$ cat src/rtl/wb_stage.sv
// Writeback stage: latches the MEM/WB fields, extracts and extends load data,
// selects the writeback source and drives the register-file write port.
// Also provides WB->ID bypass hit flags and a retired-instruction counter.
module wb_stage #(
  parameter int DATA_W = 32,
  parameter int REG_AW = 5
) (
  input  logic              clk,
  input  logic              rst,
  input  logic              stall,
  input  logic              flush,
  input  logic              in_valid,
  input  logic              in_reg_write,
  input  logic [1:0]        in_wb_sel,
  input  logic [REG_AW-1:0] in_write_reg,
  input  logic [DATA_W-1:0] in_alu_result,
  input  logic [DATA_W-1:0] in_mem_data,
  input  logic [DATA_W-1:0] in_pc_plus8,
  input  logic [1:0]        in_load_size,
  input  logic              in_load_unsigned,
  input  logic [REG_AW-1:0] id_rs,
  input  logic [REG_AW-1:0] id_rt,
  output logic              RegWrite,
  output logic [REG_AW-1:0] writeReg,
  output logic [DATA_W-1:0] writeData,
  output logic              id_rs_fwd,
  output logic              id_rt_fwd,
  output logic              wb_misalign,
  output logic [31:0]       retire_count
);

  logic              valid_q, valid_d;
  logic              fresh_q, fresh_d;
  logic              reg_write_q, reg_write_d;
  logic [1:0]        wb_sel_q, wb_sel_d;
  logic [REG_AW-1:0] write_reg_q, write_reg_d;
  logic [DATA_W-1:0] alu_q, alu_d;
  logic [DATA_W-1:0] mem_q, mem_d;
  logic [DATA_W-1:0] pc8_q, pc8_d;
  logic [1:0]        load_size_q, load_size_d;
  logic              load_uns_q, load_uns_d;
  logic [31:0]       retire_count_q, retire_count_d;

  logic              retire;
  logic [DATA_W-1:0] load_data;

  // Little-endian sub-word extraction with zero or sign extension.
  function automatic logic [DATA_W-1:0] extend_load(
    input logic [DATA_W-1:0] word,
    input logic [1:0]        addr,
    input logic [1:0]        size,
    input logic              uns
  );
    logic [15:0] half;
    logic [7:0]  byte_v;
    half   = addr[1] ? word[31:16] : word[15:0];
    byte_v = word[{addr, 3'b000} +: 8];
    case (size)
      2'b01:   return uns ? {{(DATA_W-16){1'b0}}, half}
                          : {{(DATA_W-16){half[15]}}, half};
      2'b10:   return uns ? {{(DATA_W-8){1'b0}}, byte_v}
                          : {{(DATA_W-8){byte_v[7]}}, byte_v};
      default: return word;
    endcase
  endfunction

  // Next WB contents: flush beats stall; a held instruction loses its fresh bit.
  always_comb begin
    valid_d     = valid_q;
    fresh_d     = 1'b0;
    reg_write_d = reg_write_q;
    wb_sel_d    = wb_sel_q;
    write_reg_d = write_reg_q;
    alu_d       = alu_q;
    mem_d       = mem_q;
    pc8_d       = pc8_q;
    load_size_d = load_size_q;
    load_uns_d  = load_uns_q;
    if (flush) begin
      valid_d     = 1'b0;
      reg_write_d = 1'b0;
      wb_sel_d    = '0;
      write_reg_d = '0;
      alu_d       = '0;
      mem_d       = '0;
      pc8_d       = '0;
      load_size_d = '0;
      load_uns_d  = 1'b0;
    end else if (!stall) begin
      valid_d     = in_valid;
      fresh_d     = 1'b1;
      reg_write_d = in_reg_write;
      wb_sel_d    = in_wb_sel;
      write_reg_d = in_write_reg;
      alu_d       = in_alu_result;
      mem_d       = in_mem_data;
      pc8_d       = in_pc_plus8;
      load_size_d = in_load_size;
      load_uns_d  = in_load_unsigned;
    end
    retire_count_d = retire ? retire_count_q + 32'd1 : retire_count_q;
  end

  // WB pipeline register and retire counter; reset clears everything.
  always_ff @(posedge clk) begin
    if (rst) begin
      valid_q        <= 1'b0;
      fresh_q        <= 1'b0;
      reg_write_q    <= 1'b0;
      wb_sel_q       <= '0;
      write_reg_q    <= '0;
      alu_q          <= '0;
      mem_q          <= '0;
      pc8_q          <= '0;
      load_size_q    <= '0;
      load_uns_q     <= 1'b0;
      retire_count_q <= '0;
    end else begin
      valid_q        <= valid_d;
      fresh_q        <= fresh_d;
      reg_write_q    <= reg_write_d;
      wb_sel_q       <= wb_sel_d;
      write_reg_q    <= write_reg_d;
      alu_q          <= alu_d;
      mem_q          <= mem_d;
      pc8_q          <= pc8_d;
      load_size_q    <= load_size_d;
      load_uns_q     <= load_uns_d;
      retire_count_q <= retire_count_d;
    end
  end

  // Writeback source mux, misalignment, write enable and bypass flags.
  always_comb begin
    load_data   = extend_load(mem_q, alu_q[1:0], load_size_q, load_uns_q);
    case (wb_sel_q)
      2'b01:   writeData = load_data;
      2'b10:   writeData = pc8_q;
      default: writeData = alu_q;
    endcase
    wb_misalign = valid_q && fresh_q && (wb_sel_q == 2'b01) &&
                  ((((load_size_q == 2'b00) || (load_size_q == 2'b11)) && (alu_q[1:0] != 2'b00)) ||
                   ((load_size_q == 2'b01) && alu_q[0]));
    retire      = valid_q && fresh_q && !wb_misalign;
    RegWrite    = valid_q && fresh_q && reg_write_q && (write_reg_q != '0) && !wb_misalign;
    writeReg    = write_reg_q;
    id_rs_fwd   = RegWrite && (write_reg_q == id_rs);
    id_rt_fwd   = RegWrite && (write_reg_q == id_rt);
    retire_count = retire_count_q;
  end

endmodule

$ cat config.mk
export PLATFORM = sky130hd
export DESIGN_NAME = wb_stage
export DESIGN_NICKNAME = d
export VERILOG_FILES = /design/src/rtl/wb_stage.sv
export SDC_FILE = /design/constraint.sdc
export NUM_CORES = 1
export LEC_CHECK = 0
export ABC_CLOCK_PERIOD_IN_PS = 3700
export CAP_MARGIN = 5
export CORE_MARGIN = 2
export CORE_UTILIZATION = 51
export DETAILED_ROUTE_END_ITERATION = 8
export GPL_ROUTABILITY_DRIVEN = 0
export HOLD_SLACK_MARGIN = 0.12
export PLACE_DENSITY = 0.94
export SYNTH_ARGS = -nofsm -noshare
export SYNTH_HDL_FRONTEND = slang
export SYNTH_SLANG_ARGS = --single-unit
$ cat constraint.sdc
create_clock -name clk -period 3.7 [get_ports clk]
set_input_delay 0.74 -clock clk [delete_from_list [all_inputs] [get_ports clk]]
set_output_delay 0.74 -clock clk [all_outputs]
set_load 0.02 [all_outputs]
==> results.md <==
- Status: completed
- Final setup vio count: 0
- Worst clock skew: 10.4 ps
- Synth Area per Inst: 8.63 um^2
- Setup TNS: 0 ps
- First-pass GRT wire length: 30.6 mm
- Die H: 118 um
- Most frequent cells in the layout: clkdlybuf4s50_1, nor2_1, dfxtp_1
- P&R area growth vs syn: 41.0%
- Yosys top cell area share: 42.4%
- Worst slew margin: 44.4%
- Fin crit period: 3520 ps
- Nets@finish: 1071
- Synth area leaders: dfxtp_1, mux2i_1, nor2_1
- Hold Crit Class: flop to flop
- Num rows: 41
- Max-slew violation count: 0
- Tot GR Track Use: 27.3%
- Cts hold-fix bufs: 0
- Worst skew pair latency: 420 ps
- Pin count of the biggest net entering global routing: 55
- DRT Wirelength: 19.0 mm
- Yosys warns: 0
- Synth cell types: 42
- Worst-margin pin slew: 835 ps
- Post-synthesis sequential area ratio: 42.4%
- Grt met1 use: 32.5%
- Final Instance Count excl. Fillers: 1129
- Initial antenna violation count: 0
- Dominant synthesized flop cell: dfxtp_1
- Vias in the first global route: 6118
- Inst Count DP: 1096
- Grt total ovfl: 0
- Syn Nets: 898
- Commonest non-fill, non-tap cell in the layout: clkdlybuf4s50_1
- M3 GR Usage: 6.27%
- H-tree level count: 4
- CTS root buf: clkbuf_16
- DRT iter0 DRCs: 463
- Post-synth EDFFs: 0
- 1st-pass router iterations: 5
- Post-synth design cell area: 6650 um^2
- Starting Density: 52.5%
- Drt drc: 0
- Critical path peak fanout: 9
- Mapped Cells: 771
- Post-route cell area: 9380 um^2
- GR peak layer: met2
- Leakage: 3.74 nW
- Worst path cell trace: mux4_2 -> nand2_1 -> nor2_1 -> nor3b_1 -> o21ai_0 -> clkdlybuf4s50_1
- Crit share post-route: 95.0%
- Max cap viols: 0
- Placed wire-length estimate: 13.4 mm
- Core area: 12700 um^2
- Vias per cell: 5.55
- Core Util, Final: 74.0%
- Endpoints failing hold: 0
- ANT nets after route: 0
- Seq cells post-synth: 141
- PD cells: 398 nW/um^2
- RSZ-0062 raised after global routing: false
- Diodes inserted: 0
- Met2 usage in global routing: 47.1%
- Crit end category: output port
- Die Wd: 118 um
- Clk pin slew, worst setup/hold paths: 60 ps
- CTS sink count: 141
- Max VDD drop: 350 uV
- Overall power: 3.74 mW
- Layout cells sized above 1: 7.31%
- Crit path required time: 2960 ps
- Crit path largest cell delay: 670 ps
- Ports: 195
- CP Class: flop to output port
- Cell taking the most area after synthesis: dfxtp_1
- TritonCTS clock tree: built
- DIE AREA: 14000 um^2
- Wire per inst: 16.8 um
- DP Area: 8740 um^2
- Arrival time of the worst setup path: 2780 ps
- Async SR Flop Fraction: 0%
- CTS Buffer Depth: 2
- CP Launch Type: flop
- CP max-delay cell: clkdlybuf4s50_1
- Via count: 6267
- CTS Buf Count: 17
- Fmax: 0.284 GHz
- Number of port buffers: 194
-- layer usage --
metal	vias to the layer above	wire (um)
met3	46	1180
met4	0	585
met5	-	0
met2	244	9480
li1	3016	-
met1	2961	7750
-- cells by family after synthesis --
kind of cell	synth area share [%]
xor gates and xnor gates	4.87
buffers and inverters	3.59
muxes	18.4
and+or+nand+nor	20.5
DFF	42.4
AOI/OAI and AO/OA	9.22
adders and majority gates	0.941
-- flip-flops by register name, summed over array words and instances, names as in the netlist --
register and flops:
load_size_q 2, wb_sel_q 2, retire_count 32, mem_q 32, valid_q 1, alu_q 32
load_uns_q 1, reg_write_q 1, pc8_q 32, writeReg 5, fresh_q 1
-- where the power goes --
| group | leakage, nW | switching (mW) | internal (mW) | total [mW] |
|---|---|---|---|---|
| clock network | 0.289 | 0.641 | 1.09 | 1.73 |
| registers | 1.15 | 0.0316 | 1.56 | 1.59 |
| logic | 2.31 | 0.184 | 0.231 | 0.415 |
-- final cells by class --
cell class / count / area (um^2)
multi-input combinational: 567 / 3620
fill: 856 / 3290
sequential: 141 / 2820
timing repair buffer: 209 / 2090
clock buffer: 21 / 460
tap: 172 / 215
clock inverter: 11 / 141
inverter: 8 / 30.0
-- worst max-delay path: cells and delay by family (launching register included) --
| kind | cells | cell delay [ps] |
|---|---|---|
| AOI/OAI and AO/OA | 1 | 280 |
| and+or+nand+nor | 3 | 580 |
| muxes | 1 | 260 |
| DFF | 1 | 550 |
| buffers and inverters | 1 | 670 |
-- through the flow --
| stage | hold WS [ps] | setup slack (ps) |
|---|---|---|
| final | 482 | 184 |
| after global routing | 513 | 22.9 |
| after CTS | 489 | 19.4 |
| after detailed placement | 476 | 476 |
| after global placement | 467 | 567 |
| after floorplan | 455 | 987 |
-- what timing repair did --
item                                    CTS  global route
resized for setup                         0             9
endpoints found under the setup margin    0            26
setup buffers                             0             1
hold endpoints to repair                  0             0
-- path summary, 6_finish.rpt --
path | from | end | slack, ps | depth (start not counted)
hold reg to reg | valid_q$_SDFFE_PP0N_ | valid_q$_SDFFE_PP0N_ | 480 | 2
setup / recovery | alu_q[1]$_SDFFE_PP0N_ | writeData[15] | 180 | 6
setup reg to reg | load_size_q[0]$_SDFFE_PP0N_ | retire_count[27]$_SDFFE_PP0P_ | 1200 | 9
hold / removal | valid_q$_SDFFE_PP0N_ | valid_q$_SDFFE_PP0N_ | 480 | 2
-- cell usage after synthesis, types with 9 or more instances --
library cell,number
a21oi_1,29
a221oi_1,22
buf_1,12
clkbuf_1,41
dfxtp_1,141
mux2_2,10
mux2i_1,109
nand2_1,64
nand3_1,9
nor2_1,177
nor3_1,13
o21ai_0,22
xnor2_1,28
xor2_1,9
(Power assumes the default switching activity.)
